**config.mk**
```make
export PLATFORM = sky130hd
export DESIGN_NAME = disp_sched
export DESIGN_NICKNAME = d
export VERILOG_FILES = /design/src/rtl/disp_pkg.sv /design/src/rtl/tick_gen.sv /design/src/rtl/disp_sched.sv
export SDC_FILE = /design/constraint.sdc
export NUM_CORES = 1
export LEC_CHECK = 0
export CORE_MARGIN = 3
export CORE_UTILIZATION = 30
export CTS_CLUSTER_DIAMETER = 40
export DETAILED_ROUTE_END_ITERATION = 6
export GPL_TIMING_DRIVEN = 0
export SYNTH_ARGS = -nofsm -noshare
export SYNTH_HDL_FRONTEND = slang
export SYNTH_SLANG_ARGS = --single-unit
```
**constraint.sdc**
```tcl
create_clock -name clk -period 3.8 [get_ports clk]
set_clock_uncertainty 0.1 [all_clocks]
set_input_delay 0.38 -clock clk [delete_from_list [all_inputs] [get_ports clk]]
set_output_delay 0.38 -clock clk [all_outputs]
set_load 0.02 [all_outputs]
```
**src/rtl/disp_pkg.sv**
```systemverilog
// ---------------------------------------------------------------------------
// disp_pkg
// Shared definitions for the scrolling-display scheduler:
//   - scheduler state encoding (2 bits)
//   - character code width, message length and the blank code
//   - small helpers for message rotation, requester index stepping and
//     one-hot decoding
// No ports; imported by disp_sched.
// ---------------------------------------------------------------------------
package disp_pkg;

   typedef enum logic [1:0] {
      ST_IDLE   = 2'd0,
      ST_SCROLL = 2'd1,
      ST_DONE   = 2'd2
   } disp_state_t;

   localparam int CHAR_W    = 5;
   localparam int MSG_CHARS = 14;
   localparam int MSG_W     = CHAR_W * MSG_CHARS;   // 70
   localparam int DIGITS    = 4;
   localparam int DATA_W    = CHAR_W * DIGITS;      // 20

   localparam logic [CHAR_W-1:0] BLANK_CODE = 5'd31;
   localparam logic [DATA_W-1:0] DATA_BLANK = {DIGITS{BLANK_CODE}};
   localparam logic [MSG_W-1:0]  MSG_BLANK  = {MSG_CHARS{BLANK_CODE}};

   // One-character left rotate: the leading character moves to the tail.
   function automatic logic [MSG_W-1:0] rotate_char(input logic [MSG_W-1:0] v);
      return {v[MSG_W-CHAR_W-1:0], v[MSG_W-1:MSG_W-CHAR_W]};
   endfunction

   // Requester index one step "down" with wrap: 0 -> 2 -> 1 -> 0.
   function automatic logic [1:0] dec_mod3(input logic [1:0] i);
      logic [1:0] r;
      case (i)
         2'd0:    r = 2'd2;
         2'd1:    r = 2'd0;
         2'd2:    r = 2'd1;
         default: r = 2'd0;
      endcase
      return r;
   endfunction

   // Requester index to one-hot bit mask.
   function automatic logic [2:0] idx_onehot(input logic [1:0] i);
      logic [2:0] r;
      case (i)
         2'd0:    r = 3'b001;
         2'd1:    r = 3'b010;
         2'd2:    r = 3'b100;
         default: r = 3'b000;
      endcase
      return r;
   endfunction

endpackage

```
**src/rtl/tick_gen.sv**
```systemverilog
// ---------------------------------------------------------------------------
// tick_gen
// Free-running divider that pulses tick once every 'div' clocks.
// Ports:
//   clk  in   system clock
//   rst  in   synchronous active-high reset
//   clr  in   holds the count at 0 (and suppresses tick) while high
//   div  in   32-bit period in clocks; 1 gives a tick every cycle
//   tick out  high during the cycle in which the count equals div-1
// The first tick after clr drops arrives exactly 'div' cycles later.
// ---------------------------------------------------------------------------
module tick_gen (
   input  logic        clk,
   input  logic        rst,
   input  logic        clr,
   input  logic [31:0] div,
   output logic        tick
);

   logic [31:0] cnt_r;
   logic        at_end_s;

   assign at_end_s = (cnt_r == (div - 32'd1));
   assign tick     = at_end_s & ~clr;

   // Period counter: 0..div-1, wraps on the tick, parked at 0 by clr.
   always_ff @(posedge clk) begin
      if (rst) begin
         cnt_r <= 32'd0;
      end else if (clr) begin
         cnt_r <= 32'd0;
      end else if (at_end_s) begin
         cnt_r <= 32'd0;
      end else begin
         cnt_r <= cnt_r + 32'd1;
      end
   end

endmodule

```
**src/rtl/disp_sched.sv**
```systemverilog
// ---------------------------------------------------------------------------
// disp_sched
// Shares one 4-digit scrolling display among three requesters. A winner is
// picked round-robin, its 14-character message is latched and scrolled one
// character every DIV clocks for PASSES full rotations, then the owner gets
// a one-cycle done pulse.
// Parameters:
//   DIV     clocks per scroll step
//   PASSES  full message rotations per grant
//   NREQ    number of requesters (fixed at 3)
// Ports:
//   clk          in   system clock
//   rst          in   synchronous active-high reset
//   req[2:0]     in   level requests, bit i = requester i
//   msg0..msg2   in   70-bit messages, char 0 in [69:65]
//   grant[2:0]   out  one-hot display owner, 0 when idle
//   done[2:0]    out  one-cycle completion pulse to the owner
//   busy         out  high while a grant is held
//   data[19:0]   out  four digit codes, leftmost in [19:15]
// All outputs are registered; they are loaded from the next-state values so
// grant, busy and the first data word appear together.
// ---------------------------------------------------------------------------
module disp_sched
   import disp_pkg::*;
#(
   parameter int DIV    = 24000000,
   parameter int PASSES = 1,
   parameter int NREQ   = 3
) (
   input  logic              clk,
   input  logic              rst,
   input  logic [NREQ-1:0]   req,
   input  logic [MSG_W-1:0]  msg0,
   input  logic [MSG_W-1:0]  msg1,
   input  logic [MSG_W-1:0]  msg2,
   output logic [NREQ-1:0]   grant,
   output logic [NREQ-1:0]   done,
   output logic              busy,
   output logic [DATA_W-1:0] data
);

   localparam logic [31:0] DIV_W     = 32'(DIV);
   localparam logic [15:0] STEP_LAST = 16'(MSG_CHARS * PASSES - 1);

   disp_state_t        state_r,  state_nxt_s;
   logic [1:0]         owner_r,  owner_nxt_s;
   logic [1:0]         ptr_r,    ptr_nxt_s;
   logic [MSG_W-1:0]   shift_r,  shift_nxt_s;
   logic [15:0]        step_r,   step_nxt_s;

   logic               win_vld_s;
   logic [1:0]         win_idx_s;
   logic [1:0]         cand1_s;
   logic [1:0]         cand2_s;
   logic [MSG_W-1:0]   win_msg_s;

   logic               tick_s;
   logic               clr_s;

   logic [NREQ-1:0]    grant_r, grant_nxt_s;
   logic [NREQ-1:0]    done_r,  done_nxt_s;
   logic               busy_r,  busy_nxt_s;
   logic [DATA_W-1:0]  data_r,  data_nxt_s;

   // The divider only runs while scrolling, so it restarts from 0 on every
   // new grant and the first step lands DIV cycles after entry.
   assign clr_s = (state_r != ST_SCROLL);

   tick_gen u_tick (
      .clk  (clk),
      .rst  (rst),
      .clr  (clr_s),
      .div  (DIV_W),
      .tick (tick_s)
   );

   // Round-robin pick: try ptr_r first, then walk downward with wrap.
   // After owner k finishes, ptr_r becomes k-1, giving order 0 -> 2 -> 1.
   always_comb begin
      cand1_s   = dec_mod3(ptr_r);
      cand2_s   = dec_mod3(cand1_s);
      win_vld_s = 1'b0;
      win_idx_s = ptr_r;
      if (req[ptr_r]) begin
         win_vld_s = 1'b1;
         win_idx_s = ptr_r;
      end else if (req[cand1_s]) begin
         win_vld_s = 1'b1;
         win_idx_s = cand1_s;
      end else if (req[cand2_s]) begin
         win_vld_s = 1'b1;
         win_idx_s = cand2_s;
      end else begin
         win_vld_s = 1'b0;
         win_idx_s = ptr_r;
      end
   end

   // Message of the current arbitration winner.
   always_comb begin
      win_msg_s = MSG_BLANK;
      case (win_idx_s)
         2'd0:    win_msg_s = msg0;
         2'd1:    win_msg_s = msg1;
         2'd2:    win_msg_s = msg2;
         default: win_msg_s = MSG_BLANK;
      endcase
   end

   // Next-state logic for the scheduler and its datapath registers.
   always_comb begin
      state_nxt_s = state_r;
      owner_nxt_s = owner_r;
      ptr_nxt_s   = ptr_r;
      shift_nxt_s = shift_r;
      step_nxt_s  = step_r;
      case (state_r)
         ST_IDLE: begin
            if (win_vld_s) begin
               state_nxt_s = ST_SCROLL;
               owner_nxt_s = win_idx_s;
               shift_nxt_s = win_msg_s;
               step_nxt_s  = 16'd0;
            end else begin
               state_nxt_s = ST_IDLE;
            end
         end
         ST_SCROLL: begin
            // Owner withdrawing wins over a coincident final step: no done.
            if (!req[owner_r]) begin
               state_nxt_s = ST_IDLE;
               ptr_nxt_s   = dec_mod3(owner_r);
            end else if (tick_s) begin
               shift_nxt_s = rotate_char(shift_r);
               step_nxt_s  = step_r + 16'd1;
               if (step_r == STEP_LAST) begin
                  state_nxt_s = ST_DONE;
               end else begin
                  state_nxt_s = ST_SCROLL;
               end
            end else begin
               state_nxt_s = ST_SCROLL;
            end
         end
         ST_DONE: begin
            state_nxt_s = ST_IDLE;
            ptr_nxt_s   = dec_mod3(owner_r);
         end
         default: begin
            state_nxt_s = ST_IDLE;
            ptr_nxt_s   = 2'd0;
         end
      endcase
   end

   // Output values for the coming cycle, decoded from the next state.
   always_comb begin
      grant_nxt_s = 3'b000;
      done_nxt_s  = 3'b000;
      busy_nxt_s  = 1'b0;
      data_nxt_s  = DATA_BLANK;
      case (state_nxt_s)
         ST_SCROLL: begin
            grant_nxt_s = idx_onehot(owner_nxt_s);
            busy_nxt_s  = 1'b1;
            data_nxt_s  = shift_nxt_s[MSG_W-1:MSG_W-DATA_W];
         end
         ST_DONE: begin
            done_nxt_s = idx_onehot(owner_nxt_s);
         end
         default: begin
            data_nxt_s = DATA_BLANK;
         end
      endcase
   end

   // State, datapath and output registers.
   always_ff @(posedge clk) begin
      if (rst) begin
         state_r <= ST_IDLE;
         owner_r <= 2'd0;
         ptr_r   <= 2'd0;
         shift_r <= MSG_BLANK;
         step_r  <= 16'd0;
         grant_r <= 3'b000;
         done_r  <= 3'b000;
         busy_r  <= 1'b0;
         data_r  <= DATA_BLANK;
      end else begin
         state_r <= state_nxt_s;
         owner_r <= owner_nxt_s;
         ptr_r   <= ptr_nxt_s;
         shift_r <= shift_nxt_s;
         step_r  <= step_nxt_s;
         grant_r <= grant_nxt_s;
         done_r  <= done_nxt_s;
         busy_r  <= busy_nxt_s;
         data_r  <= data_nxt_s;
      end
   end

   assign grant = grant_r;
   assign done  = done_r;
   assign busy  = busy_r;
   assign data  = data_r;

endmodule

```
==> results.md <==
- Global-route wire length before repair: roughly 47000 um
- Placed insts: approximately 1600
- Core area: about 27000 sq um
- Post-CTS setup buffer count: 0
- Via/cell ratio: roughly 5.3
- Crit-path max FO: 10
- Worst-Skew Late Latency: 430 ps
- Max-cap violations: 0
- Max Transition Viols Final: 0
- Crit path time final: 3210 ps
- CTS root buf: clkbuf_16
- Clock sinks: between 150 and 200
- Total congestion overflow: 0
- Largest net degree at the start of global routing: 18
- Async SR Flop Fraction: 0%
- Beginning of the worst register-to-register path: ptr_r[0]
- Hold Path Class: in -> reg
- Critical path class: in -> reg
- WL per Instance: 17.8 um
- IO buf count: 239
- Number of global-route vias before repair: between 8000 and 9000
- Crit end category: register
- Unrepaired setup endpoints after global routing: false
- Remaining DRCs: 0
- H-tree depth: 4
- Placer Congestion: 0.854
- Total GRT Usage: just under 20%
- Hold Fails Final Rpt: 0
- Hold Startpoint: rst
- Top FF cell, synth: dfxtp_1
- DRT Pass-1 Iters: 5
- Post-route ant nets: 0
- Post-CTS Hold Buffers: 0
- Longest Clk Path Bufs: 2
- Die width: between 150 and 200 um
- Critical path startpoint: req[0]
- EDFF count, synth: 0
- CP required: roughly 4000 ps
- Num ports: 242
- Total number of vias: around 8900
- CP Buf/Inv Count: 5
- Pwr per Cell Area: about 380 nW/um^2
- Total Nets Final: between 1500 and 2000
- Mapped Nets: approximately 1300
- DR iter-0 viols: ~650
- Crit-path cells: clkdlybuf4s50_1 > inv_1 > a32oi_1 > and2_1 > buf_2 > buf_2 > buf_2 > a311oi_1 > a211oi_1 > nand2_1
- DP Wirelength: 22800 um
- Seq/Total Area, Yosys: between 30 and 40%
- Lkg Pwr: between 4 and 5 nW
- Status: completed
- Crit path max-delay family: buffers and inverters
- Power, Total: 4.53 mW
- Ys Warns: 0
- Share of post-route cells with drive strength above 1: under 10%
- Synth Area per Inst: a little over 8 sq um
- Slew @ Worst Pin: 1030 ps
- Std-Cell Rows: 60
- Setup_tns: 0 ps
- Final period util: around 84%
- Top cell by count, worst path: buf_2
- Cell area after layout: roughly 12000 sq um
- Flop and latch count out of synthesis: around 150
- Worst vdd ir: about 0.33 mV
- Setup violators final: 0
- Cell Area, Synth: 8360 sq um
- Final Core Density: a little over two fifths
- Die Ht: 173 um
- Reg clk slew, reported paths: around 60 ps
- Startpoint type of the worst setup path: input port
- Total CTS buffers: 17
- Post-CTS sizing: 0
- Initial antenna violation count: 1
- DRT Wirelength: ~30000 um
- Finished Layout Cells: ~1700
- Area grow syn2layout: 41.4%
- Initial core utilization: 30.8%
- Placed cell area: 11200 sq um
- Yosys cell types: 62
- Fmax: around 0.31 GHz
- Antenna Diode Count: 0
- Critical Path Max Stage Delay: around 620 ps
- CP Data Arrival Time: ~3400 ps
- CTS tree: done
- CP max-delay cell: clkdlybuf4s50_1
- Relative slew slack: between 30% and 40%
- Gate count after technology mapping: 1035
- Die area: 29900 sq um
placed cells by master (no fill, tap or decap), drive strengths merged, types with 34 or more instances in the layout:
master,netlist,final
clkdlybuf4s50,0,239
buf,34,34
a311oi,70,70
nor2,82,82
o32a,50,50
nand2,183,183
nor3,56,56
dfxtp,151,151
nand3,44,44
clkbuf,63,80
and2,55,55
metrics by stage:
step / hold WS (ps) / worst slack [ps]
6_report: 224 / 592
5_1_grt: 223 / 446
4_1_cts: 200 / 612
3_5_place_dp: 351 / 177
3_3_place_gp: 344 / 158
2_1_floorplan: 330 / 1560
where the power goes:
| group | switching, mW | internal [mW] | total [mW] |
|---|---|---|---|
| clock | 0.767 | 0.943 | 1.71 |
| combinational | 0.526 | 0.501 | 1.03 |
| sequential | 0.0748 | 1.71 | 1.79 |
| total | 1.37 | 3.16 | 4.53 |
routing by layer:
metal / GRT usage (%) / share of wire (%) / vias up
met5: 0 / 0 / -
met4: 4.80 / 1.5 / 0
met3: 4.68 / 6.7 / 32
met2: 30.6 / 45 / 326
met1: 26.5 / 47 / 4173
li1: - / - / 4357
cell type report:
cell class / instances / area [sq um]
multi-input combinational: 776 / 4860
clock buffer: 17 / 425
tap: 372 / 465
fill: 2740 / 15400
inverter: 11 / 41.3
sequential: 151 / 3020
clock inverter: 15 / 176
timing repair buffer: 239 / 2390
buffer: 97 / 438
state kept, by name, indices dropped and copies added, names as in the netlist:
register      flops
shift_r          70
step_r           16
done              3
owner_r           2
state_r           2
u_tick.cnt_r     32
grant             3
busy              1
data             20
ptr_r             2
logic make-up after synthesis:
kind of cell    after synthesis  synth area share, %
flops                       151                 36.2
mux                           2                0.254
fa+ha+maj                     5                0.748
xor+xnor                     42                 4.40
compound gates              243                 24.7
simple gates                484                 28.0
buf+inv                     108                 5.73
worst paths after layout:
path                                     to  slack [ps]  cells after the start
worst max-delay path            shift_r[65]         590                     10
worst min-delay path             owner_r[0]         220                      2
worst max register to register  shift_r[65]         790                      9
worst min register to register  shift_r[40]         360                      1
Yosys cell counts (all sizes together) (9+ instances only):
| cell | n | area share [%] |
|---|---|---|
| a2111oi | 25 | 3.3 |
| a211oi | 26 | 2.3 |
| a21oi | 9 | 0.54 |
| a22o | 20 | 2.1 |
| a311oi | 70 | 7.3 |
| and2 | 55 | 4.1 |
| buf | 34 | 2.4 |
| clkbuf | 63 | 2.8 |
| dfxtp | 151 | 36 |
| inv | 10 | 0.45 |
| nand2 | 183 | 8.2 |
| nand3 | 44 | 2.8 |
| nand4 | 17 | 1.5 |
| nor2 | 82 | 3.7 |
| nor3 | 56 | 3.4 |
| o21ai | 28 | 1.7 |
| o32a | 50 | 6.0 |
| xnor2 | 20 | 2.1 |
| xor2 | 22 | 2.3 |
Note: power is estimated with default switching activity, not from simulation.
